--- src/rtl/mem_access_ctrl.sv ---
// Load/store unit bus controller: accepts one decoded memory op, runs a single
// data-bus transfer with timeout, formats the load result and flags faults.

package mem_types_pkg;
  typedef enum logic [3:0] {
    memop_nop = 4'd0,
    l_byte    = 4'd1,
    l_hword   = 4'd2,
    l_word    = 4'd3,
    l_ubyte   = 4'd4,
    l_uhword  = 4'd5,
    s_byte    = 4'd6,
    s_hword   = 4'd7,
    s_word    = 4'd8
  } rv32_memop;
endpackage

module mem_access_ctrl
  import mem_types_pkg::*;
#(
  parameter int unsigned TIMEOUT_CYCLES = 255
) (
  input  logic        i_clk,
  input  logic        i_rst_n,
  input  logic        i_valid,
  input  rv32_memop   i_memop,
  input  logic [31:0] i_addr,
  input  logic [31:0] i_wdata,
  output logic        o_ready,
  output logic        o_bus_req,
  output logic        o_bus_we,
  output logic [31:0] o_bus_addr,
  output logic [3:0]  o_bus_be,
  output logic [31:0] o_bus_wdata,
  input  logic        i_bus_ack,
  input  logic [31:0] i_bus_rdata,
  output logic        o_done,
  output logic [31:0] o_rdata,
  output logic        o_misaligned,
  output logic        o_timeout,
  output logic [1:0]  o_dbg_state
);

  // Handshake: an op transfers on a rising edge where i_valid && o_ready and
  // i_memop != memop_nop; o_ready is high only in IDLE. The bus request is
  // held with stable addr/we/be/wdata until the edge on which i_bus_ack is 1.

  typedef enum logic [1:0] {
    ST_IDLE  = 2'd0,
    ST_BUS   = 2'd1,
    ST_RESP  = 2'd2,
    ST_FAULT = 2'd3
  } state_t;

  localparam logic [15:0] WAIT_LAST = 16'(TIMEOUT_CYCLES - 1);

  state_t      state_q;
  state_t      state_d;
  rv32_memop   op_q;
  logic [31:0] addr_q;
  logic [31:0] wdata_q;
  logic [31:0] rdata_q;
  logic [15:0] wait_q;
  logic        fault_to_q;

  logic        accept;
  logic        in_misaligned;
  logic        wait_expired;

  function automatic logic is_store(input rv32_memop op);
    return (op == s_byte) || (op == s_hword) || (op == s_word);
  endfunction

  function automatic logic is_misaligned(input rv32_memop op, input logic [1:0] a);
    logic m;
    case (op)
      l_hword, l_uhword, s_hword: m = a[0];
      l_word, s_word:             m = (a != 2'b00);
      default:                    m = 1'b0;
    endcase
    return m;
  endfunction

  function automatic logic [3:0] store_be(input rv32_memop op, input logic [1:0] a);
    logic [3:0] be;
    case (op)
      s_byte:  be = 4'b0001 << a;
      s_hword: be = a[1] ? 4'b1100 : 4'b0011;
      default: be = 4'b1111;
    endcase
    return be;
  endfunction

  function automatic logic [31:0] store_data(input rv32_memop op, input logic [31:0] d);
    logic [31:0] r;
    case (op)
      s_byte:  r = {4{d[7:0]}};
      s_hword: r = {2{d[15:0]}};
      default: r = d;
    endcase
    return r;
  endfunction

  // Lane select first, then extend according to the load flavour.
  function automatic logic [31:0] load_result(input rv32_memop op, input logic [1:0] lane,
                                              input logic [31:0] d);
    logic [7:0]  b;
    logic [15:0] h;
    logic [31:0] r;
    case (lane)
      2'd0:    b = d[7:0];
      2'd1:    b = d[15:8];
      2'd2:    b = d[23:16];
      default: b = d[31:24];
    endcase
    h = lane[1] ? d[31:16] : d[15:0];
    case (op)
      l_byte:   r = {{24{b[7]}}, b};
      l_ubyte:  r = {24'h0, b};
      l_hword:  r = {{16{h[15]}}, h};
      l_uhword: r = {16'h0, h};
      l_word:   r = d;
      default:  r = 32'h0;
    endcase
    return r;
  endfunction

  assign accept        = (state_q == ST_IDLE) && i_valid && (i_memop != memop_nop);
  assign in_misaligned = is_misaligned(i_memop, i_addr[1:0]);
  assign wait_expired  = (wait_q == WAIT_LAST);

  // State register
  always_ff @(posedge i_clk or negedge i_rst_n) begin
    if (!i_rst_n) begin
      state_q <= ST_IDLE;
    end else begin
      state_q <= state_d;
    end
  end

  // Next-state logic
  always_comb begin
    state_d = state_q;
    case (state_q)
      ST_IDLE: begin
        if (accept) begin
          state_d = in_misaligned ? ST_FAULT : ST_BUS;
        end
      end
      ST_BUS: begin
        if (i_bus_ack) begin
          state_d = ST_RESP;
        end else if (wait_expired) begin
          state_d = ST_FAULT;
        end
      end
      ST_RESP:  state_d = ST_IDLE;
      ST_FAULT: state_d = ST_IDLE;
      default:  state_d = ST_IDLE;
    endcase
  end

  // Datapath registers: request latch, wait counter, captured load result.
  always_ff @(posedge i_clk or negedge i_rst_n) begin
    if (!i_rst_n) begin
      op_q       <= memop_nop;
      addr_q     <= 32'h0;
      wdata_q    <= 32'h0;
      rdata_q    <= 32'h0;
      wait_q     <= 16'h0;
      fault_to_q <= 1'b0;
    end else begin
      if (accept) begin
        wait_q     <= 16'h0;
        fault_to_q <= 1'b0;
        if (!in_misaligned) begin
          op_q    <= i_memop;
          addr_q  <= i_addr;
          wdata_q <= i_wdata;
        end
      end
      if (state_q == ST_BUS) begin
        if (i_bus_ack) begin
          rdata_q <= load_result(op_q, addr_q[1:0], i_bus_rdata);
        end else begin
          wait_q <= wait_q + 16'd1;
          if (wait_expired) begin
            fault_to_q <= 1'b1;
          end
        end
      end
    end
  end

  // Output logic: everything other than o_ready is gated by state so idle
  // and reset values are all zero.
  always_comb begin
    o_ready      = 1'b0;
    o_bus_req    = 1'b0;
    o_bus_we     = 1'b0;
    o_bus_addr   = 32'h0;
    o_bus_be     = 4'h0;
    o_bus_wdata  = 32'h0;
    o_done       = 1'b0;
    o_rdata      = 32'h0;
    o_misaligned = 1'b0;
    o_timeout    = 1'b0;
    case (state_q)
      ST_IDLE: o_ready = 1'b1;
      ST_BUS: begin
        o_bus_req   = 1'b1;
        o_bus_we    = is_store(op_q);
        o_bus_addr  = {addr_q[31:2], 2'b00};
        o_bus_be    = is_store(op_q) ? store_be(op_q, addr_q[1:0]) : 4'b1111;
        o_bus_wdata = store_data(op_q, wdata_q);
      end
      ST_RESP: begin
        o_done  = 1'b1;
        o_rdata = rdata_q;
      end
      ST_FAULT: begin
        o_misaligned = !fault_to_q;
        o_timeout    = fault_to_q;
      end
      default: o_ready = 1'b0;
    endcase
  end

  assign o_dbg_state = state_q;

endmodule

--- config.mk ---
export PLATFORM = sky130hd
export DESIGN_NAME = mem_access_ctrl
export DESIGN_NICKNAME = d
export VERILOG_FILES = /design/src/rtl/mem_access_ctrl.sv
export SDC_FILE = /design/constraint.sdc
export NUM_CORES = 1
export LEC_CHECK = 0
export BUFFER_PORTS_ARGS = -buffer_cell sky130_fd_sc_hd__buf_2
export CAP_MARGIN = 5
export CORE_MARGIN = 4
export CORE_UTILIZATION = 52
export CTS_CLUSTER_SIZE = 20
export DETAILED_ROUTE_END_ITERATION = 8
export GPL_TIMING_DRIVEN = 0
export PLACE_DENSITY = 0.91
export SETUP_SLACK_MARGIN = 0.2
export SKIP_CTS_REPAIR_TIMING = 1
export SYNTH_ARGS = -nofsm -noshare
export SYNTH_HDL_FRONTEND = slang
export SYNTH_SLANG_ARGS = --single-unit
--- constraint.sdc ---
create_clock -name i_clk -period 2.3 [get_ports i_clk]
set_input_delay 0.575 -clock i_clk [delete_from_list [all_inputs] [get_ports i_clk]]
set_output_delay 0.575 -clock i_clk [all_outputs]
set_load 0.02 [all_outputs]
==> qor.csv <==
stage,metric,value,unit
synth,ys_seq_area_share,44.1,%
critical_path,crit_top_cell,buf_6,
sta,hold_ws,388,ps
route,wl,24300,um
sta,fin_crit,2580,ps
power,p_switching,5.72,mW
route,antenna_left,0,
run_status,violations,setup timing,
route,drt-vias-per-instance,6.00,
critical_path,endpoint_kind,primary output,
power,sequentialPowerShare,25.5,%
global_routing,grt_pass1_vias,6022,
route,drtIter0Drc,637,
route,route.detailed.drc,0,
power,leakage,4.81,nW
synth,synth_top_area_cell,dfrtp_1,
clocking,root_buffer,clkbuf_16,
critical_path,crit_path_top_delay_cell,dfrtp_1,
die,fp-row-count,41,
critical_path,cp.arrival,2010,ps
synth,syn_avg_cell_area,10.6,um2
cells_and_area,drive_above_1_share,54.0,%
sta,fmax,387,MHz
power,clockPowerShare,19.7,%
critical_path,path_class,reg -> out,
critical_path,max_stage_delay,420,ps
synth,synth_top_cell_area_share,44.1,%
synth,yosys-top-cells-count,"119 x dfrtp_1, 85 x nand2_1, 73 x and2_1, 42 x mux2_2, 39 x mux2_4",
critical_path,cp_cell_sequence,"buf_6, nand3b_1, buf_6, buf_4, o21ai_0, a21oi_4, buf_6",
sta,worst_slack,-281,ps
die,die_w,122,um
placement,port_buffers,206,
sta,rsz0062_at_grt,true,
route,met1Wirelength,8850,um
power,pwr_density_cell,1440,mW/mm2
sta,clock_skew,11.3,ps
clocking,cts_inserted_buffers,17,
synth,async_reset_ff_share,100,%
global_routing,grt_pass1_wl,31000,um
synth,syn_inst,639,
run_status,status,"complete, but fails checks",
route,met2WireLength,12000,um
sta,period_share,112,%
sta,drv_slew,0,
run,drv_cap,0,
route,wl_per_cell,22.3,um
route,num_vias,6536,
placement,gp_congestion,0.883,
die,die_height,122,um
synth,synth_edf_count,0,
synth,ys.flop_type,dfrtp_1,
synth,yosysWarnings,0,
power,p_int,8.59,mW
power,ir_drop,0.949,mV
power,power_switching_share,40.0,%
sta,setup_viol,35,
die,coreArea,0.0127,mm2
die,dieArea,0.0149,mm2
power,p_comb_share,54.8,%
synth,ys_top_cells_by_area,"dfrtp_1 44%, mux2_4 8.7%, mux2_2 7.0%",
critical_path,path_max_fanout,7,
sta,relSlewSlack,44.9,%
synth,syn_area,0.00675,mm2
route,firstDrtPassIters,7,
placement,hpwl,14800,um
clocking,clk_pin_slew,60,ps
cells_and_area,nets,1011,
cells_and_area,area_growth,47.2,%
global_routing,grt_max_degree,100,
global_routing,grtUsageTotal,26.9,%
cells_and_area,n_fill_cell,740,
synth,synth_cell_types,59,
hold_path,hp-class,in -> reg,
die,start_util,53.3,%
global_routing,antenna_found_initial,0,
critical_path,crit_required,1730,ps
sta,hold_viol_final,0,
route,route.met3.wl,2490,um
clocking,cts_tree,built,
critical_path,cp_top_family,buffers and inverters,
critical_path,path_buf_inv,4,
synth,ys_ff_latch,119,
route,highest_layer,met4,
cells_and_area,diodes,0,
synth,yosysMostFrequentCell,dfrtp_1,
global_routing,grt_overflow,0,
sta,tightestPinTransition,824,ps
die,io_pins,212,
cells_and_area,final_util,78.4,%
clocking,clock-sinks,119,
clocking,insertion_delay,420,ps
critical_path,setup.worst_path.start_class,flop,
clocking,cts-htree-levels,4,
clocking,clockBufferDepth,2,
-- stage by stage --
step	worst slack (ps)	cells	setup TNS, ps	total power, mW	cell area [um2]
floorplan	93.0	640	0	7.34	6880
global placement	-812	1018	-100840	8.82	8130
CTS	-659	1051	-44270	11.8	8790
finish	-281	1090	-5010	14.3	9940
detailed placement	-191	1019	-5180	9.00	8160
global route	-359	1090	-7480	14.8	9940
-- state kept, by name, summed over array words and instances, names as in the netlist --
name / cells
addr_q: 32
fault_to_q: 1
o_dbg_state: 2
op_q: 4
rdata_q: 32
wait_q: 16
wdata_q: 32
-- kinds of logic after synthesis --
group	after synthesis	synth area share, %
xor gates and xnor gates	5	0.649
muxes	95	17.9
adders and majority gates	2	0.371
other	1	0.0555
AOI/OAI and AO/OA	116	12.2
DFF	119	44.1
and+or+nand+nor	247	20.0
buffers and inverters	54	4.63
-- cells in the final DEF (no fill, tap or decap), drive strengths merged, types with 2 or more instances in the layout --
| cell | instances |
|---|---|
| conb | 2 |
| a221oi | 10 |
| dfrtp | 119 |
| mux2 | 81 |
| nor4 | 4 |
| nor2 | 24 |
| xor2 | 4 |
| nand2b | 4 |
| nand4b | 5 |
| a22o | 17 |
| a222oi | 7 |
| or4bb | 3 |
| nand3b | 5 |
| and2 | 73 |
| clkinv | 3 |
| clkbuf | 40 |
| o31ai | 4 |
| and3 | 5 |
| bufinv | 3 |
| a22oi | 8 |
| nand3 | 11 |
| nor3 | 3 |
| nor2b | 5 |
| clkinvlp | 4 |
| buf | 274 |
| o21ai | 20 |
| mux2i | 13 |
| a211oi | 9 |
| nand4 | 6 |
| or4b | 4 |
| ha | 2 |
| nand2 | 85 |
| nor4b | 3 |
| inv | 7 |
| a21oi | 31 |
| nor4bb | 2 |
| o211ai | 4 |
-- power by group through the flow --
stage / registers [mW] / logic [mW] / clock network [mW]
after CTS: 3.50 / 5.52 / 2.83
after floorplan: 3.29 / 4.05 / 0
after global placement: 3.48 / 5.35 / 0
after global routing: 3.68 / 8.22 / 2.94
after detailed placement: 3.52 / 5.49 / 0
final: 3.65 / 7.84 / 2.82
-- final timing paths --
kind | from | depth (start not counted) | endpoint | slack (ps)
min reg2reg | rdata_q[7] | 2 | rdata_q[7] | 490
max in group asynchronous | i_rst_n | 3 | op_q[1] | 970
min in group asynchronous | i_rst_n | 2 | rdata_q[30] | 580
max reg2reg | o_dbg_state[1] | 7 | rdata_q[13] | 230
max | op_q[3] | 7 | o_bus_wdata[12] | -280
min | i_wdata[29] | 2 | wdata_q[29] | 390
-- worst reg2reg max path: stages, from the launching register on --
cell      delay (ps)
dfrtp_2          440
nand2b_4         230
clkinv_8         110
buf_4            130
nand2_2          110
or4b_1           520
clkbuf_2         210
a22oi_1          230
-- per-layer routing --
metal | global-route usage (%) | vias to the layer above
met5 | 0 | -
met4 | 12.3 | 0
met3 | 7.57 | 86
met2 | 44.3 | 465
met1 | 33.0 | 3164
li1 | - | 2821
-- final cells by class --
| type | instances | area [um2] | share of cell area (%) |
|---|---|---|---|
| Buffer | 48 | 473 | 4.76 |
| Timing Repair Buffer | 245 | 1800 | 18.1 |
| Tap cell | 172 | 215 | 2.17 |
| Clock inverter | 10 | 143 | 1.44 |
| Sequential cell | 119 | 2980 | 30.0 |
| Inverter | 6 | 35.0 | 0.353 |
| Timing Repair inverter | 1 | 8.76 | 0.0882 |
| Multi-Input combinational cell | 467 | 3800 | 38.2 |
| Clock buffer | 22 | 484 | 4.87 |
Note: power is estimated with default switching activity, not from simulation.
